===== config.mk =====
export PLATFORM = sky130hd
export DESIGN_NAME = pipeline_ctrl
export DESIGN_NICKNAME = d
export VERILOG_FILES = /design/src/rtl/pipeline_ctrl_pkg.sv /design/src/rtl/pipeline_ctrl_stall_watchdog.sv /design/src/rtl/pipeline_ctrl.sv
export SDC_FILE = /design/constraint.sdc
export NUM_CORES = 1
export LEC_CHECK = 0
export BUFFER_PORTS_ARGS = -buffer_cell sky130_fd_sc_hd__buf_4
export CAP_MARGIN = 20
export CORE_ASPECT_RATIO = 2
export CORE_MARGIN = 4
export CORE_UTILIZATION = 49
export CTS_CLUSTER_SIZE = 12
export DETAILED_ROUTE_END_ITERATION = 7
export MAX_ROUTING_LAYER = met4
export PLACE_DENSITY = 0.86
export SYNTH_ARGS = -nofsm -noshare
export SYNTH_HDL_FRONTEND = slang
export SYNTH_HIERARCHICAL = 1
export SYNTH_SLANG_ARGS = --single-unit

===== constraint.sdc =====
create_clock -name clk -period 2.96 [get_ports clk]
set_clock_uncertainty 0.05 [all_clocks]
set_input_delay 0.148 -clock clk [delete_from_list [all_inputs] [get_ports clk]]
set_output_delay 0.148 -clock clk [all_outputs]
set_load 0.05 [all_outputs]

===== src/rtl/pipeline_ctrl_pkg.sv =====
// Shared constants, state codes and the stall priority encoder for the pipeline controller.
package pipeline_ctrl_pkg;

    localparam logic STOP   = 1'b1;
    localparam logic NOSTOP = 1'b0;

    // Each stall vector holds the named stage and every stage upstream of it.
    localparam logic [5:0] STALL_NONE = 6'b000000;
    localparam logic [5:0] STALL_IF   = 6'b000011;
    localparam logic [5:0] STALL_ID   = 6'b000111;
    localparam logic [5:0] STALL_EX   = 6'b001111;
    localparam logic [5:0] STALL_MEM  = 6'b011111;

    localparam logic [31:0] EXC_ERET = 32'h0000000e;

    typedef enum logic {
        RUN   = 1'b0,
        FLUSH = 1'b1
    } ctrl_state_t;

    // The deepest requesting stage decides how much of the pipe is held.
    function automatic logic [5:0] stall_encode(input logic if_req,
                                                input logic id_req,
                                                input logic ex_req,
                                                input logic mem_req);
        logic [5:0] vec;
        if (mem_req)     vec = STALL_MEM;
        else if (ex_req) vec = STALL_EX;
        else if (id_req) vec = STALL_ID;
        else if (if_req) vec = STALL_IF;
        else             vec = STALL_NONE;
        return vec;
    endfunction

endpackage


===== src/rtl/pipeline_ctrl_stall_watchdog.sv =====
// Stall-cycle performance counter plus a sticky watchdog on long stall runs.
module pipeline_ctrl_stall_watchdog #(
    parameter int MAX_STALL = 1024,
    parameter int CNT_W     = 32
) (
    input  logic             clk,
    input  logic             rst,
    input  logic             stalled,
    input  logic             clr_perf,
    output logic [CNT_W-1:0] stall_cycles,
    output logic             stall_timeout
);

    localparam int RUN_W_MIN = $clog2(MAX_STALL + 1);
    localparam int RUN_W     = (RUN_W_MIN < 11) ? 11 : RUN_W_MIN;
    localparam logic [RUN_W-1:0] RUN_LIMIT = RUN_W'(MAX_STALL);

    logic [RUN_W-1:0] run_len;
    logic             run_hit;

    // The run reaches the limit on this edge (or is already parked there).
    assign run_hit = stalled && (run_len >= (RUN_LIMIT - 1'b1));

    // Consecutive-stall run length; parks at the limit so it never wraps.
    always_ff @(posedge clk or negedge rst) begin
        if (!rst) begin
            run_len <= '0;
        end else if (!stalled) begin
            run_len <= '0;
        end else if (run_len != RUN_LIMIT) begin
            run_len <= run_len + 1'b1;
        end
    end

    // Saturating stall-cycle counter; clear beats increment.
    always_ff @(posedge clk or negedge rst) begin
        if (!rst) begin
            stall_cycles <= '0;
        end else if (clr_perf) begin
            stall_cycles <= '0;
        end else if (stalled && (stall_cycles != {CNT_W{1'b1}})) begin
            stall_cycles <= stall_cycles + 1'b1;
        end
    end

    // Sticky timeout flag, cleared only by clr_perf or reset.
    always_ff @(posedge clk or negedge rst) begin
        if (!rst) begin
            stall_timeout <= 1'b0;
        end else if (clr_perf) begin
            stall_timeout <= 1'b0;
        end else if (run_hit) begin
            stall_timeout <= 1'b1;
        end
    end

endmodule


===== src/rtl/pipeline_ctrl.sv =====
// Pipeline controller: stall distribution, exception flush/redirect and stall monitoring.
//
// state | meaning
// RUN   | normal flow; stall driven from requests, exceptions may be taken
// FLUSH | one-cycle flush with redirect; requests and exceptions ignored
module pipeline_ctrl
    import pipeline_ctrl_pkg::*;
#(
    parameter logic [31:0] EXC_BASE  = 32'h00000020,
    parameter int          MAX_STALL = 1024,
    parameter int          CNT_W     = 32
) (
    input  logic             clk,
    input  logic             rst,
    input  logic             stallreq_from_if,
    input  logic             stallreq_from_id,
    input  logic             stallreq_from_ex,
    input  logic             stallreq_from_mem,
    input  logic [31:0]      excepttype_i,
    input  logic [31:0]      cp0_epc_i,
    input  logic             clr_perf,
    output logic [5:0]       stall,
    output logic             flush,
    output logic [31:0]      new_pc,
    output logic [CNT_W-1:0] stall_cycles,
    output logic             stall_timeout
);

    ctrl_state_t state;
    ctrl_state_t state_next;
    logic        take_exc;
    logic        stall_any;

    // State register and redirect target, loaded only when an exception is taken.
    always_ff @(posedge clk or negedge rst) begin
        if (!rst) begin
            state  <= RUN;
            new_pc <= '0;
        end else begin
            state <= state_next;
            if (take_exc) begin
                new_pc <= (excepttype_i == EXC_ERET) ? cp0_epc_i : EXC_BASE;
            end
        end
    end

    // Next state and outputs; a MEM-stage wait defers any pending exception.
    always_comb begin
        state_next = state;
        take_exc   = 1'b0;
        stall      = STALL_NONE;
        flush      = 1'b0;
        case (state)
            RUN: begin
                if (rst) begin
                    stall = stall_encode(stallreq_from_if, stallreq_from_id,
                                         stallreq_from_ex, stallreq_from_mem);
                end
                if ((excepttype_i != 32'h0) && !stallreq_from_mem) begin
                    take_exc   = 1'b1;
                    state_next = FLUSH;
                end
            end
            FLUSH: begin
                flush      = 1'b1;
                state_next = RUN;
            end
            default: begin
                state_next = RUN;
            end
        endcase
    end

    assign stall_any = (stall != STALL_NONE) ? STOP : NOSTOP;

    pipeline_ctrl_stall_watchdog #(
        .MAX_STALL(MAX_STALL),
        .CNT_W    (CNT_W)
    ) u_watchdog (
        .clk          (clk),
        .rst          (rst),
        .stalled      (stall_any),
        .clr_perf     (clr_perf),
        .stall_cycles (stall_cycles),
        .stall_timeout(stall_timeout)
    );

endmodule


==> results of run 1 <==
## state kept, by name (all words and copies together) (netlist names)
name	count
u_watchdog/run_len	11
new_pc	32
u_watchdog/stall_timeout	1
u_watchdog/stall_cycles	32
state	1
## cell families (layout without fill, tap and decap cells)
logic type                 Yosys count  after routing
and+or+nand+nor                    121            121
AOI/OAI and AO/OA                   97             97
DFF                                 77             77
buffers and inverters               30            206
xor gates and xnor gates            15             15
adders and majority gates            3              3
other                                1              1
muxes                                1              1
## routing by layer
metal  share of wire (%)  wire length (um)
met2                  53              6240
met5                   0                 0
met1                  34              3960
met4                 6.1               716
met3                 6.8               798
## worst max path at each step
stage                     from                                      end  slack (ns)  depth (start not counted)
6_report       state$_DFF_PN0_  u_watchdog/stall_cycles[14]$_DFFE_PN0P_        0.40                          9
5_1_grt        state$_DFF_PN0_  u_watchdog/stall_cycles[14]$_DFFE_PN0P_        0.18                          9
4_1_cts        state$_DFF_PN0_  u_watchdog/stall_cycles[14]$_DFFE_PN0P_        0.41                          9
3_5_place_dp   state$_DFF_PN0_  u_watchdog/stall_cycles[14]$_DFFE_PN0P_        0.47                          9
3_3_place_gp   state$_DFF_PN0_  u_watchdog/stall_cycles[14]$_DFFE_PN0P_        0.59                          9
2_1_floorplan  state$_DFF_PN0_  u_watchdog/stall_cycles[25]$_DFFE_PN0P_        0.02                          9
## power by group through the flow
stage          clock (mW)  combinational, mW  sequential, mW
3_3_place_gp            0              0.235            1.10
6_report             1.03              0.279            1.08
5_1_grt              1.09              0.300            1.09
4_1_cts              1.05              0.275            1.08
2_1_floorplan           0             0.0960            1.12
3_5_place_dp            0              0.242            1.10
## worst max-delay path, stage by stage (launching register included)
cell and delay (ns):
dfrtp_1 0.39, nor2b_1 0.27, o21a_2 0.22, a21o_1 0.13, a21o_1 0.11, buf_4 0.18
and3_1 0.25, o31ai_2 0.21, or4_1 0.51, a21oi_1 0.15
## cell type report
class                           instances  area [um^2]  area share [%]
Tap cell                               92          115            2.13
Multi-Input combinational cell        238         1630            30.1
Sequential cell                        77         1930            35.6
Timing Repair Buffer                  177         1410            26.0
Clock inverter                          4         32.5           0.601
Clock buffer                           12          256            4.74
Inverter                               13         48.8           0.901
## through the flow
stage          hold slack, ns  instance area (um^2)  utilization, %  setup WS, ns
6_report               0.0302                  5420            74.0         0.395
4_1_cts                0.0270                  5420            74.0         0.412
2_1_floorplan          -0.198                  3710               -        0.0241
5_1_grt                0.0562                  5420            74.0         0.181
3_3_place_gp            0.315                  4820            65.8         0.592
3_5_place_dp            0.318                  4820            65.8         0.468
## cell usage in the layout (no fill, tap or decap), drive strengths merged
cell type and n:
buf 146, dfrtp 77, a22o 31, dlygate4sd3 31
a21oi 29, or3 21, o21ai 19, nand4 17
nor2 13, nand3 13, inv 13, xnor2 12
clkbuf 12, and2 11, nand2 11, nor4 11
o31ai 9, and4 6, and3 5, or4 5
a21o 4, nor3 4, xor2 3, ha 3
nor2b 2, clkinv 2, clkinvlp 2, o211ai 2
o21a 1, conb 1, nand4b 1, a311oi 1
or2 1, a31o 1, mux2i 1
==> reports/results.ini, run 1 <==
[synth]
synth_fa_ha_area_share_pct=1.01
synthCells=345
synth.area.top_cells=dfrtp_1 52%, a22o_1 7.3%, a21oi_1 3.9%
synthFlopType=dfrtp_1
synth-compound-area-share_pct=18.0
synth-xor-area-share_pct=3.55
async_reset_ff_share_pct=100
synth_edf_count=0
synth.distinct_cells=44
yosysMostFrequentCell=dfrtp_1
yosysTopAreaCellShare_pct=52.0
yosys.area.top_type=dfrtp_1
synth.area.mux_share_pct=0.270
synth-simple-area-share_pct=20.8
synth_top_family_by_area=simple AND/OR/NAND/NOR gates
syn_area_mm2=0.00370
ys_warn_count=6
syn-num-nets=419
ys_ff_latch=77
syn_area_per_cell_um2=10.7
synth_seq_area_share_pct=52.0
synthTopCellsByCount=77 x dfrtp_1, 31 x a22o_1, 29 x a21oi_1

[critical_path]
worstReg2RegEnd=u_watchdog/stall_cycles[14]$_DFFE_PN0P_
crit_path_end_kind=register
critPathArrivalTime_ns=2.76
rr_worst_depth=9
cp_max_fo=15
regToRegSetupSlack_ns=0.40
rr_startpoint=state$_DFF_PN0_
cp-start-kind=register
cp.required_ns=3.16
crit_type=reg -> reg

[clocking]
cts.sinks=77
cts_buffers=9
clk_latency_ns=0.33
cts_root_buffer=clkbuf_16
tritoncts=built
hold_buffers=31
htreeDepth=3
post_cts_buffers=0
cts.clk_slew.worst_paths_ns=0.06
ctsResizeCount=0
clockBufferDepth=2

[detailed_routing]
vias=3564
routed_wl_um=11700
via_per_inst=5.81
route.detailed.wl_per_inst_um=19.1
drtAntennaViolNets=0
drc=0
first_pass_iters=4
drt-initial-drc-count=309

[sta]
min_period_ns=2.56
tns_ns=0
rsz0062_at_grt=false
finalCritPeriodShare_pct=86.6
max_freq_mhz=390
slew_headroom_pct=37.7
tightest_slew_ns=0.935
setup_viol=0
slew_violations=0
timing.final.hold_violations=0

[placed_design]
dp_cells=566
place_congestion=0.880
dp_hpwl_um=7940
io_buffer_count=141

[global_route]
grt_max_degree=78
use_met3_pct=5.90
grt_pass1_wl_um=18500
grt_use_met2_pct=48.7
busiest_layer=met2
overflow=0
grt_util_all_layers_pct=27.1
antenna_found_initial=0
grt_pass1_vias=3805
grtUsageMet1_pct=26.5

[floorplanning]
core_area_mm2=0.00732
placementRows=44
fp.dieW_um=69.5
die_h_um=131
pin_count=143
dieArea_mm2=0.00910
start_util_pct=50.6

[run]
max_cap_violations=0

[cells_and_area]
nFillCells=473
final_nets=590
syn2layout_area_growth_pct=46.2
n_antenna_cell=0
drive_gt1_share_pct=34.0
stdcell_count=613

[pwr]
vdd_drop_max_uv=344
power.leakage_nw=2.58
switching_share_pct=24.4
power.share.combinational_pct=11.7
finalPower_mw=2.40
power.density_mw_per_mm2=443
p_switching_uw=586
p_seq_share_pct=45.3
power.share.clock_pct=43.1
internal-power_mw=1.81

[status]
status=complete, no violations

[worst_hold_path]
hp-class=in -> async

Power figures use the tool's default switching activity.
==> run 2: changes to the inputs <==
--- a/config.mk
+++ b/config.mk
@@ -12,6 +12,7 @@
 export CORE_UTILIZATION = 49
 export CTS_CLUSTER_SIZE = 12
 export DETAILED_ROUTE_END_ITERATION = 7
+export GPL_TIMING_DRIVEN = 0
 export MAX_ROUTING_LAYER = met4
 export PLACE_DENSITY = 0.86
 export SYNTH_ARGS = -nofsm -noshare
==> reports/results.ini, run 2 (synthesis gave the netlist of run 1 again) <==
[status]
violations=hold timing
status=finished, violations left  ; was complete, no violations

[pwr]
finalPower_mw=2.38  ; was 2.40 mW
p_switching_uw=614  ; was 586 uW
internal-power_mw=1.77  ; was 1.81 mW
power.leakage_nw=2.60  ; was 2.58 nW
power.share.combinational_pct=12.4  ; was 11.7%
vdd_drop_max_uv=316  ; was 344 uV
power.density_mw_per_mm2=435  ; was 443 mW/mm^2
power.share.clock_pct=42.2  ; was 43.1%
switching_share_pct=25.8  ; was 24.4%
p_seq_share_pct=45.4  ; was 45.3%

[sta]
finalCritPeriodShare_pct=91.2  ; was 86.6%
rsz0062_at_grt=false  ; unchanged
slew_violations=0  ; unchanged
max_freq_mhz=371  ; was 390 MHz
setup_viol=0  ; unchanged
timing.final.hold_violations=1  ; was 0
setup_slack_ns=0.262  ; was 0.395 ns
hold_ws_ns=-0.00713  ; was 0.0302 ns
tightest_slew_ns=0.567  ; was 0.935 ns
min_period_ns=2.70  ; was 2.56 ns
slew_headroom_pct=62.2  ; was 37.7%

[floorplanning]
placementRows=44  ; unchanged
dieArea_mm2=0.00910  ; unchanged
pin_count=143  ; unchanged
start_util_pct=50.6  ; unchanged
fp.dieW_um=69.5  ; unchanged
core_area_mm2=0.00732  ; unchanged
die_h_um=131  ; unchanged

[detailed_routing]
drtAntennaViolNets=0  ; unchanged
drt-initial-drc-count=281  ; was 309
via_per_inst=6.02  ; was 5.81
drc=0  ; unchanged
vias=3759  ; was 3564
routed_wl_um=12600  ; was 11700 um
first_pass_iters=4  ; unchanged
route.detailed.wl_per_inst_um=20.2  ; was 19.1 um

[critical_path]
cp_cell_sequence=dlygate4sd3_1 -> buf_6 -> nor2b_1 -> o21a_2 -> a21o_1 -> a21o_1 -> and4_1 -> nand4b_4 -> buf_6 -> or3_1 -> a21oi_1  ; was nor2b_1 -> o21a_2 -> a21o_1 -> a21o_1 -> buf_4 -> and3_1 -> o31ai_2 -> or4_1 -> a21oi_1
slowest_delay_ns=0.55  ; was 0.51 ns
cp-start-kind=primary input  ; was register
worst-path-buf-inv=3  ; was 1
cp_top_family=simple AND/OR/NAND/NOR gates  ; unchanged
crit_type=in -> reg  ; was reg -> reg
critPathArrivalTime_ns=2.90  ; was 2.76 ns
cp_slowest_cell=dlygate4sd3_1  ; was or4_1
cp.required_ns=3.17  ; was 3.16 ns
cp_max_fo=10  ; was 15
crit_path_end_kind=register  ; unchanged

[global_route]
antenna_found_initial=0  ; unchanged
grt_pass1_wl_um=19500  ; was 18500 um
grt_pass1_vias=4017  ; was 3805
overflow=0  ; unchanged
grt_util_all_layers_pct=28.5  ; was 27.1%
grt_max_degree=79  ; was 78

[run]
max_cap_violations=0  ; unchanged

[cells_and_area]
drive_gt1_share_pct=34.2  ; was 34.0%
reg_top3=new_pc (32), u_watchdog/stall_cycles (32), u_watchdog/run_len (11)  ; unchanged
final_nets=602  ; was 590
n_antenna_cell=0  ; unchanged
final_util_pct=74.8  ; was 74.0%
mostFrequentLayoutCells=141 x buf_4, 77 x dfrtp_1, 31 x a22o_1, 31 x dlygate4sd3_1, 29 x a21oi_1  ; was 146 x buf_4, 77 x dfrtp_1, 31 x a22o_1, 31 x dlygate4sd3_1, 29 x a21oi_1
layout_commonest_cell=buf_4  ; unchanged
syn2layout_area_growth_pct=47.9  ; was 46.2%

[clocking]
cts_root_buffer=clkbuf_16  ; unchanged
tritoncts=built  ; unchanged
htreeDepth=3  ; unchanged
clockBufferDepth=2  ; unchanged
cts.sinks=77  ; unchanged
cts.clk_slew.worst_paths_ns=0.07  ; was 0.06 ns
post_cts_buffers=0  ; unchanged
cts_buffers=9  ; unchanged
clk_latency_ns=0.34  ; was 0.33 ns

[placed_design]
place_congestion=0.880  ; unchanged
pre_cts_slack_ns=-0.215  ; was 0.468 ns
dp_hpwl_um=8090  ; was 7940 um
io_buffer_count=140  ; was 141

[worst_hold_path]
hp-class=in -> reg  ; was in -> async

==> run 2: cell count changes in the layout (fill, tap and decap cells not counted), moves of 2 or more <==
cell	before	now
buf_6	0	5
clkbuf_1	1	6
buf_4	146	141
buf_2	0	5
clkbuf_8	2	0
==> run 2: stage by stage <==
stage	instance area, um^2	instances	setup TNS (ns)
6_report	5480	624	0
5_1_grt	5480	624	0
4_1_cts	5440	622	0
3_5_place_dp	4870	577	-3.24
3_3_place_gp	4870	577	-1.39
2_1_floorplan	3710	345	0
==> run 2: final timing paths <==
check | startpoint | end | slack (ns) | cells after the start
max in group asynchronous | rst | new_pc[3]$_DFFE_PN0P_ | 2.18 | 3
hold / removal | cp0_epc_i[15] | new_pc[15]$_DFFE_PN0P_ | -0.007 | 2
hold reg to reg | new_pc[22]$_DFFE_PN0P_ | new_pc[22]$_DFFE_PN0P_ | 0.47 | 1
setup / recovery | rst | u_watchdog/stall_cycles[21]$_DFFE_PN0P_ | 0.26 | 11
min in group asynchronous | rst | new_pc[1]$_DFFE_PN0P_ | 0.34 | 3
setup reg to reg | state$_DFF_PN0_ | u_watchdog/stall_cycles[21]$_DFFE_PN0P_ | 0.37 | 9
==> run 2: worst register-to-register path: stages, from the launching register on <==
cell and delay, ns:
dfrtp_1 0.40, nor2b_1 0.31, o21a_2 0.22, a21o_1 0.13, a21o_1 0.23, and4_1 0.35, nand4b_4 0.16, buf_6 0.17
or3_1 0.32, a21oi_1 0.17
==> run 2: power groups by stage <==
stage	Combinational, mW	Clock, mW	Sequential (mW)
5_1_grt	0.316	1.06	1.09
6_report	0.296	1.00	1.08
3_3_place_gp	0.243	0	1.10
4_1_cts	0.283	1.01	1.08
3_5_place_dp	0.249	0	1.10
2_1_floorplan	0.0960	0	1.12
==> run 2: per-layer routing <==
| metal | global-route usage [%] | vias to the layer above | share of wire (%) |
|---|---|---|---|
| li1 | - | 1658 | - |
| met1 | 27.2 | 1812 | 32 |
| met2 | 50.6 | 216 | 53 |
| met3 | 6.81 | 73 | 7.8 |
| met4 | 19.1 | 0 | 7.0 |
| met5 | - | - | 0 |
==> run 2: area by class of cell <==
| class | instances | area, um^2 |
|---|---|---|
| inverter | 13 | 48.8 |
| fill | 436 | 1840 |
| clock buffer | 10 | 229 |
| multi-input combinational | 238 | 1620 |
| clock inverter | 5 | 37.5 |
| timing repair buffer | 172 | 1390 |
| buffer | 17 | 108 |
| sequential | 77 | 1930 |
| tap | 92 | 115 |
==> run 2: timing repair <==
action / in CTS / in global routing
endpoints found under the hold margin: 107 / 77
hold buffers: 30 / 2
setup endpoints to repair: 0 / 22
resized for setup: 0 / 1
